`config.mk`:
```
export PLATFORM = sky130hd
export DESIGN_NAME = sram_port_bridge_flat
export DESIGN_NICKNAME = d
export VERILOG_FILES = /design/src/rtl/bridge_pkg.sv /design/src/rtl/sram_port_bridge_if.sv /design/src/rtl/sram_rr_arbiter.sv /design/src/rtl/sram_port_bridge.sv /design/src/flat_wrapper.sv
export SDC_FILE = /design/constraint.sdc
export NUM_CORES = 1
export LEC_CHECK = 0
export ABC_AREA = 1
export BUFFER_PORTS_ARGS = -buffer_cell sky130_fd_sc_hd__buf_4
export CORE_MARGIN = 3
export CORE_UTILIZATION = 25
export CTS_BUF_LIST = sky130_fd_sc_hd__clkbuf_4 sky130_fd_sc_hd__clkbuf_8
export DETAILED_ROUTE_END_ITERATION = 8
export HOLD_SLACK_MARGIN = 0.15
export PLACE_DENSITY = 0.59
export SKIP_LAST_GASP = 1
export SLEW_MARGIN = 40
export SYNTH_ARGS = -nofsm -noshare
export SYNTH_HDL_FRONTEND = slang
export SYNTH_SLANG_ARGS = --single-unit
export TNS_END_PERCENT = 20
```
`constraint.sdc`:
```
create_clock -name clk -period 2.4 [get_ports clk]
set_input_delay 0.12 -clock clk [delete_from_list [all_inputs] [get_ports clk]]
set_output_delay 0.12 -clock clk [all_outputs]
set_load 0.02 [all_outputs]
```
`src/rtl/bridge_pkg.sv`:
```
// Shared types and width helpers for the SRAM port bridge.
package bridge_pkg;

    typedef enum logic [1:0] {
        IDLE = 2'd0,
        ADDR = 2'd1,
        DATA = 2'd2
    } state_e;

    function automatic int unsigned calc_bw(input int unsigned dw);
        return dw / 8;
    endfunction

    // Index width that stays legal for a single channel.
    function automatic int unsigned idx_w(input int unsigned n);
        return (n > 1) ? $clog2(n) : 1;
    endfunction

endpackage

```
`src/rtl/sram_port_bridge_if.sv`:
```
// Shared split-handshake memory port: request phase (addr_ok) then response phase (data_ok).
interface sram_port_bridge_if #(
    parameter int unsigned AW = 32,
    parameter int unsigned DW = 32
);
    localparam int unsigned BW = bridge_pkg::calc_bw(DW);

    logic          mem_req;
    logic          mem_wr;
    logic [BW-1:0] mem_wstrb;
    logic [AW-1:0] mem_addr;
    logic [DW-1:0] mem_wdata;
    logic          mem_addr_ok;
    logic [DW-1:0] mem_rdata;
    logic          mem_data_ok;

    modport master (
        output mem_req, mem_wr, mem_wstrb, mem_addr, mem_wdata,
        input  mem_addr_ok, mem_rdata, mem_data_ok
    );

    modport slave (
        input  mem_req, mem_wr, mem_wstrb, mem_addr, mem_wdata,
        output mem_addr_ok, mem_rdata, mem_data_ok
    );
endinterface

```
`src/rtl/sram_rr_arbiter.sv`:
```
// Combinational channel picker: first eligible index at/after the start pointer, wrapping.
module sram_rr_arbiter
    import bridge_pkg::*;
#(
    parameter int unsigned NCH = 2,
    parameter int unsigned RR  = 0
) (
    input  logic [NCH-1:0]        i_elig,
    input  logic [idx_w(NCH)-1:0] i_ptr,
    output logic [idx_w(NCH)-1:0] o_idx_c,
    output logic                  o_vld_c
);
    localparam int unsigned IW = idx_w(NCH);

    logic [IW-1:0] w_start;
    logic [IW-1:0] w_hi_idx;
    logic          w_hi_vld;

    // Fixed priority is the round-robin search pinned to a zero start.
    assign w_start = (RR != 0) ? i_ptr : '0;

    always_comb begin
        o_idx_c  = '0;
        o_vld_c  = 1'b0;
        w_hi_idx = '0;
        w_hi_vld = 1'b0;
        for (int i = int'(NCH) - 1; i >= 0; i--) begin
            if (i_elig[i]) begin
                o_idx_c = IW'(i);
                o_vld_c = 1'b1;
            end
            if (i_elig[i] && (IW'(i) >= w_start)) begin
                w_hi_idx = IW'(i);
                w_hi_vld = 1'b1;
            end
        end
        // Lowest eligible overall is the wrap-around winner.
        if (w_hi_vld) begin
            o_idx_c = w_hi_idx;
        end
    end

endmodule

```
`src/rtl/sram_port_bridge.sv`:
```
// Multi-channel SRAM-port to split-handshake bridge with one outstanding transaction
// and hardware-derived per-channel / global pipeline stall.
module sram_port_bridge
    import bridge_pkg::*;
#(
    parameter int unsigned NCH = 2,
    parameter int unsigned AW  = 32,
    parameter int unsigned DW  = 32,
    parameter int unsigned RR  = 0
) (
    input  logic                    clk,
    input  logic                    resetn,
    input  logic [NCH-1:0]          ch_en,
    input  logic [NCH*(DW/8)-1:0]   ch_wen,
    input  logic [NCH*AW-1:0]       ch_addr,
    input  logic [NCH*DW-1:0]       ch_wdata,
    output logic [NCH*DW-1:0]       ch_rdata,
    output logic [NCH-1:0]          ch_stall,
    output logic                    stall,
    input  logic                    flush,
    sram_port_bridge_if.master      mem
);
    localparam int unsigned BW = calc_bw(DW);
    localparam int unsigned IW = idx_w(NCH);

    state_e        r_state, w_state_nxt;
    logic [NCH-1:0] r_done, w_done_nxt;
    logic [IW-1:0] r_grant, w_grant_nxt;
    logic [IW-1:0] r_rr_ptr, w_rr_ptr_nxt;
    logic          r_discard, w_discard_nxt;
    logic          r_req, w_req_nxt;
    logic          r_wr, w_wr_nxt;
    logic [BW-1:0] r_wstrb, w_wstrb_nxt;
    logic [AW-1:0] r_addr, w_addr_nxt;
    logic [DW-1:0] r_wdata, w_wdata_nxt;
    logic [DW-1:0] r_rbuf [NCH];

    logic [BW-1:0] w_ch_wen   [NCH];
    logic [AW-1:0] w_ch_addr  [NCH];
    logic [DW-1:0] w_ch_wdata [NCH];
    logic [NCH-1:0] w_elig;
    logic [IW-1:0] w_arb_idx;
    logic          w_arb_vld;
    logic          w_keep;
    logic          w_rbuf_we;

    for (genvar g = 0; g < NCH; g++) begin : g_ch
        assign w_ch_wen[g]          = ch_wen[g*BW +: BW];
        assign w_ch_addr[g]         = ch_addr[g*AW +: AW];
        assign w_ch_wdata[g]        = ch_wdata[g*DW +: DW];
        assign ch_rdata[g*DW +: DW] = r_rbuf[g];
    end

    assign ch_stall = ch_en & ~r_done;
    assign stall    = |ch_stall;
    assign w_elig   = ch_en & ~r_done;

    // A flush in the response cycle drops the result just like a pending discard.
    assign w_keep    = ~r_discard & ~flush;
    assign w_rbuf_we = (r_state == DATA) & mem.mem_data_ok & w_keep & ~r_wr;

    sram_rr_arbiter #(
        .NCH (NCH),
        .RR  (RR)
    ) u_arb (
        .i_elig  (w_elig),
        .i_ptr   (r_rr_ptr),
        .o_idx_c (w_arb_idx),
        .o_vld_c (w_arb_vld)
    );

    always_ff @(posedge clk or negedge resetn) begin
        if (!resetn) begin
            r_state   <= IDLE;
            r_done    <= '0;
            r_grant   <= '0;
            r_rr_ptr  <= '0;
            r_discard <= 1'b0;
            r_req     <= 1'b0;
            r_wr      <= 1'b0;
            r_wstrb   <= '0;
            r_addr    <= '0;
            r_wdata   <= '0;
        end else begin
            r_state   <= w_state_nxt;
            r_done    <= w_done_nxt;
            r_grant   <= w_grant_nxt;
            r_rr_ptr  <= w_rr_ptr_nxt;
            r_discard <= w_discard_nxt;
            r_req     <= w_req_nxt;
            r_wr      <= w_wr_nxt;
            r_wstrb   <= w_wstrb_nxt;
            r_addr    <= w_addr_nxt;
            r_wdata   <= w_wdata_nxt;
        end
    end

    always_comb begin
        w_state_nxt   = r_state;
        w_done_nxt    = r_done;
        w_grant_nxt   = r_grant;
        w_rr_ptr_nxt  = r_rr_ptr;
        w_discard_nxt = r_discard;
        w_req_nxt     = r_req;
        w_wr_nxt      = r_wr;
        w_wstrb_nxt   = r_wstrb;
        w_addr_nxt    = r_addr;
        w_wdata_nxt   = r_wdata;

        // Core advanced (or flushed): previously completed results are consumed.
        if (!stall || flush) begin
            w_done_nxt = '0;
        end

        unique case (r_state)
            IDLE: begin
                if (!flush && w_arb_vld) begin
                    w_state_nxt  = ADDR;
                    w_grant_nxt  = w_arb_idx;
                    w_rr_ptr_nxt = (w_arb_idx == IW'(NCH - 1)) ? '0 : IW'(w_arb_idx + IW'(1));
                    w_req_nxt    = 1'b1;
                    w_wstrb_nxt  = w_ch_wen[w_arb_idx];
                    w_wr_nxt     = |w_ch_wen[w_arb_idx];
                    w_addr_nxt   = w_ch_addr[w_arb_idx];
                    w_wdata_nxt  = w_ch_wdata[w_arb_idx];
                end
            end
            ADDR: begin
                if (flush) begin
                    w_discard_nxt = 1'b1;
                end
                if (mem.mem_addr_ok) begin
                    w_state_nxt = DATA;
                    w_req_nxt   = 1'b0;
                end
            end
            DATA: begin
                if (flush) begin
                    w_discard_nxt = 1'b1;
                end
                if (mem.mem_data_ok) begin
                    w_state_nxt   = IDLE;
                    w_discard_nxt = 1'b0;
                    if (w_keep) begin
                        w_done_nxt[r_grant] = 1'b1;
                    end
                end
            end
            default: begin
                w_state_nxt = IDLE;
            end
        endcase
    end

    always_ff @(posedge clk or negedge resetn) begin
        if (!resetn) begin
            for (int i = 0; i < int'(NCH); i++) begin
                r_rbuf[i] <= '0;
            end
        end else if (w_rbuf_we) begin
            r_rbuf[r_grant] <= mem.mem_rdata;
        end
    end

    assign mem.mem_req   = r_req;
    assign mem.mem_wr    = r_wr;
    assign mem.mem_wstrb = r_wstrb;
    assign mem.mem_addr  = r_addr;
    assign mem.mem_wdata = r_wdata;

endmodule

```
`src/flat_wrapper.sv`:
```
// flat-port wrapper written by rule: the top's interface ports become plain ports
module sram_port_bridge_flat import bridge_pkg::*;
#(
    parameter int unsigned NCH = 2,
    parameter int unsigned AW  = 32,
    parameter int unsigned DW  = 32,
    parameter int unsigned RR  = 0
)
  (clk, resetn, ch_en, ch_wen, ch_addr, ch_wdata, ch_rdata, ch_stall, stall, flush, mem_mem_req, mem_mem_wr, mem_mem_wstrb, mem_mem_addr, mem_mem_wdata, mem_mem_addr_ok, mem_mem_rdata, mem_mem_data_ok);
  sram_port_bridge_if #(.AW(AW), .DW(DW)) mem_i ();
  input  logic clk;
  input  logic resetn;
  input  logic [NCH-1:0] ch_en;
  input  logic [NCH*(DW/8)-1:0] ch_wen;
  input  logic [NCH*AW-1:0] ch_addr;
  input  logic [NCH*DW-1:0] ch_wdata;
  output logic [NCH*DW-1:0] ch_rdata;
  output logic [NCH-1:0] ch_stall;
  output logic stall;
  input  logic flush;
  output wire logic [$bits(mem_i.mem_req)-1:0] mem_mem_req;
  output wire logic [$bits(mem_i.mem_wr)-1:0] mem_mem_wr;
  output wire logic [$bits(mem_i.mem_wstrb)-1:0] mem_mem_wstrb;
  output wire logic [$bits(mem_i.mem_addr)-1:0] mem_mem_addr;
  output wire logic [$bits(mem_i.mem_wdata)-1:0] mem_mem_wdata;
  input wire logic [$bits(mem_i.mem_addr_ok)-1:0] mem_mem_addr_ok;
  input wire logic [$bits(mem_i.mem_rdata)-1:0] mem_mem_rdata;
  input wire logic [$bits(mem_i.mem_data_ok)-1:0] mem_mem_data_ok;
  assign mem_mem_req = mem_i.mem_req;
  assign mem_mem_wr = mem_i.mem_wr;
  assign mem_mem_wstrb = mem_i.mem_wstrb;
  assign mem_mem_addr = mem_i.mem_addr;
  assign mem_mem_wdata = mem_i.mem_wdata;
  assign mem_i.mem_addr_ok = mem_mem_addr_ok;
  assign mem_i.mem_rdata = mem_mem_rdata;
  assign mem_i.mem_data_ok = mem_mem_data_ok;
  sram_port_bridge #(.NCH(NCH), .AW(AW), .DW(DW), .RR(RR)) u_core (.clk(clk), .resetn(resetn), .ch_en(ch_en), .ch_wen(ch_wen), .ch_addr(ch_addr), .ch_wdata(ch_wdata), .ch_rdata(ch_rdata), .ch_stall(ch_stall), .stall(stall), .flush(flush), .mem(mem_i));
endmodule
```
==> out/results.tsv <==
stage	metric	value	unit
final_layout	final instance area	0.0112	mm^2
yosys	top_reg_cell synth	dfrtp_1	
clock_network	TritonCTS Buffers	17	
floorplanning	Die ar.	0.0274	mm^2
place	placed cell count	1287	
routing	Vias	6679	
floorplanning	Core Area	0.0247	mm^2
worst_setup_path	CP Capture Type	flip-flop	
routing	TritonRoute pass-1 iters	4	
routing	met2 routed WL	11.3	mm
pwr	leakage	5.18	nW
yosys	yosys warns	0	
worst_hold_path	worst min path class	in2reg	
sta	Highest Clock Rate	442	MHz
global_route	grt ovf	0	
yosys	Avg Inst Size Synth	9.31	um^2
worst_setup_path	WP data required	2.78	ns
clock_network	CTS clk-pin slew, worst paths	0.10	ns
final_layout	commonest non-fill, non-tap cell in the layout	buf_4	
place	Placed Area	0.00897	mm^2
floorplanning	I/O pin count	312	
floorplanning	Die Wd	165	um
final_layout	most frequent cells in the layout	buf_4 (321), dlygate4sd3_1 (175), dfrtp_1 (140), o21ai_0 (104), nand2_1 (89)	
clock_network	clk_lat worst skew	0.44	ns
sta	Clock Skew	0.0234	ns
final_layout	Antenna diodes	0	
floorplanning	initial core utilization	25.8	%
global_route	largest net degree at the start of global routing	68	
sta	worst slew pin tran	0.633	ns
sta	RSZ-0062 raised after global routing	false	
routing	met3 WL	1.54	mm
outcome	status	finished, final reports clean	
worst_setup_path	Critical Path Start Type	flip-flop	
yosys	ys async rst share	100	%
flow_run	max cap viols	0	
routing	drt total wl	22.6	mm
pwr	Power Dens Cells	814	mW/mm^2
clock_network	CTS sink count	140	
routing	Wirelength per Cell	15.1	um
sta	fin. max-slew vios	0	
place	port buffer count	311	
yosys	Gate Count Post-Synth	683	
sta	Final min period	2.26	ns
final_layout	share of post-route cells with drive strength above 1	33.1	%
worst_setup_path	CP max FO	5	
sta	setup TNS	0	ns
clock_network	root buf cell	clkbuf_8	
yosys	Syn Nets	862	
yosys	number of synthesized flops with an enable pin	0	
global_route	global-route wire length before repair	34.7	mm
final_layout	fin cells	1496	
worst_setup_path	Worst Path Arrival	2.65	ns
place	dpl hpwl	14.9	mm
yosys	Netlist Area Pre-Place	0.00636	mm^2
global_route	Tot GR Track Use	16.1	%
routing	Routed Antenna Nets	0	
global_route	vias in the first global route	6870	
routing	wl on met1	8.90	mm
final_layout	area delta synth->final	75.9	%
place	final estimated routing congestion in global placement	0.821	
routing	DRC viols	0	
clock_network	H-tree depth	4	
sta	Setup-failing EPs final	0	
floorplanning	Die Span Y	165	um
routing	DR iter-0 viols	335	
final_layout	NumNets Final	1338	
routing	average vias per placed instance	4.46	
routing	top sig layer	met4	
yosys	post-synthesis sequential area ratio	55.1	%
yosys	unique cell type count in the Yosys netlist	32	
clock_network	clock tree from TritonCTS	done	
sta	max_slew headroom	57.8	%
pwr	peak supply drop	0.438	mV
yosys	Seq cells post-synth	140	
sta	endpoints failing hold	0	
sta	post-route clock period utilization	94.3	%
global_route	initial antenna violation count	0	
clock_network	CTS Buffer Depth	2	
floorplanning	Site Rows	57	
worst_setup_path	CP Class	reg2reg	
-- flip-flops by register name (all words and copies together), names as in the netlist --
name	count
u_core.ch_rdata	64
u_core.mem.mem_addr	32
u_core.mem.mem_req	1
u_core.mem.mem_wdata	32
u_core.mem.mem_wr	1
u_core.mem.mem_wstrb	4
u_core.r_discard	1
u_core.r_done	2
u_core.r_grant	1
u_core.r_state	2
-- layout make-up --
class	instances	area, um^2
timing repair buffer	503	4280
tap	324	405
sequential	140	3500
fill	2354	13500
inverter	53	199
clock inverter	13	180
multi-input combinational	444	2360
clock buffer	19	255
-- metal layers --
metal  vias up  track usage [%]
met5         -                0
met3        56             3.74
li1       3224                -
met2       248             28.5
met4         0             7.49
met1      3151             18.2
-- metrics by stage --
stage	setup slack (ns)	hold WS, ns	util, %	power, mW
2_1_floorplan	0.886	-0.176	-	5.11
3_3_place_gp	0.560	0.177	36.4	6.61
3_5_place_dp	0.511	0.176	36.4	6.63
4_1_cts	0.0244	0.163	45.2	9.18
5_1_grt	0.0116	0.212	45.3	9.64
6_report	0.137	0.184	45.3	9.11
-- cells by family after synthesis --
group                      Yosys count  synth area share (%)
and+or+nand+nor                    172                  11.4
buffers and inverters              100                  8.01
adders and majority gates            4                 0.787
AOI/OAI and AO/OA                  267                  24.7
DFF                                140                  55.1
-- critical path, cell delays in order, from the launching register on --
cell           delay [ns]
dfrtp_1              0.45
o21ai_4              0.21
nand2_4              0.12
nand2_1              0.14
nand4_1              0.10
dlygate4sd3_1        0.57
nand2_1              0.07
dlygate4sd3_1        0.55
-- synth_stat cells (2+ instances only) --
cell | count | share of area (%)
o21ai_0 | 104 | 8.2
buf_2 | 24 | 1.9
clkbuf_2 | 6 | 0.47
nand4_1 | 2 | 0.20
o21ai_1 | 16 | 1.3
buf_4 | 6 | 0.71
buf_12 | 2 | 0.63
nand3_1 | 5 | 0.39
buf_6 | 4 | 0.71
nand2_2 | 2 | 0.20
o21ai_2 | 14 | 1.9
o21a_1 | 65 | 7.7
buf_1 | 3 | 0.18
inv_1 | 51 | 3.0
nand3_2 | 2 | 0.31
nor2_1 | 66 | 3.9
nand2_1 | 89 | 5.3
dfrtp_1 | 140 | 55
inv_2 | 2 | 0.12
ha_1 | 4 | 0.79
a21oi_1 | 65 | 5.1
-- timing repair --
item	CTS	global route
hold buffers	175	0
hold endpoints to repair	201	0
setup buffers	0	1
gates resized for setup	0	1
endpoints found under the setup margin	0	49
-- report_power, final --
part	internal [mW]	leakage, nW	switching, mW
logic	1.80	3.23	1.87
clock network	1.10	0.215	1.02
registers	2.95	1.73	0.366
total	5.86	5.18	3.25
-- final timing paths --
kind / from / end / depth (start not counted) / slack (ns)
setup / recovery: u_core.r_done[1]$_DFF_PN0_ / u_core.r_state[1]$_DFFE_PN0P_ / 7 / 0.14
hold reg to reg: u_core.ch_rdata[60]$_DFFE_PN0P_ / u_core.ch_rdata[60]$_DFFE_PN0P_ / 2 / 0.49
setup reg to reg: u_core.r_done[1]$_DFF_PN0_ / u_core.r_state[1]$_DFFE_PN0P_ / 7 / 0.14
hold / removal: ch_wen[6] / u_core.mem.mem_wr$_DFFE_PN0P_ / 6 / 0.18
min in group asynchronous: resetn / u_core.mem.mem_wdata[26]$_DFFE_PN0P_ / 2 / 0.26
max in group asynchronous: resetn / u_core.ch_rdata[6]$_DFFE_PN0P_ / 3 / 1.40
No activity file was read; power rests on OpenSTA's default activity.
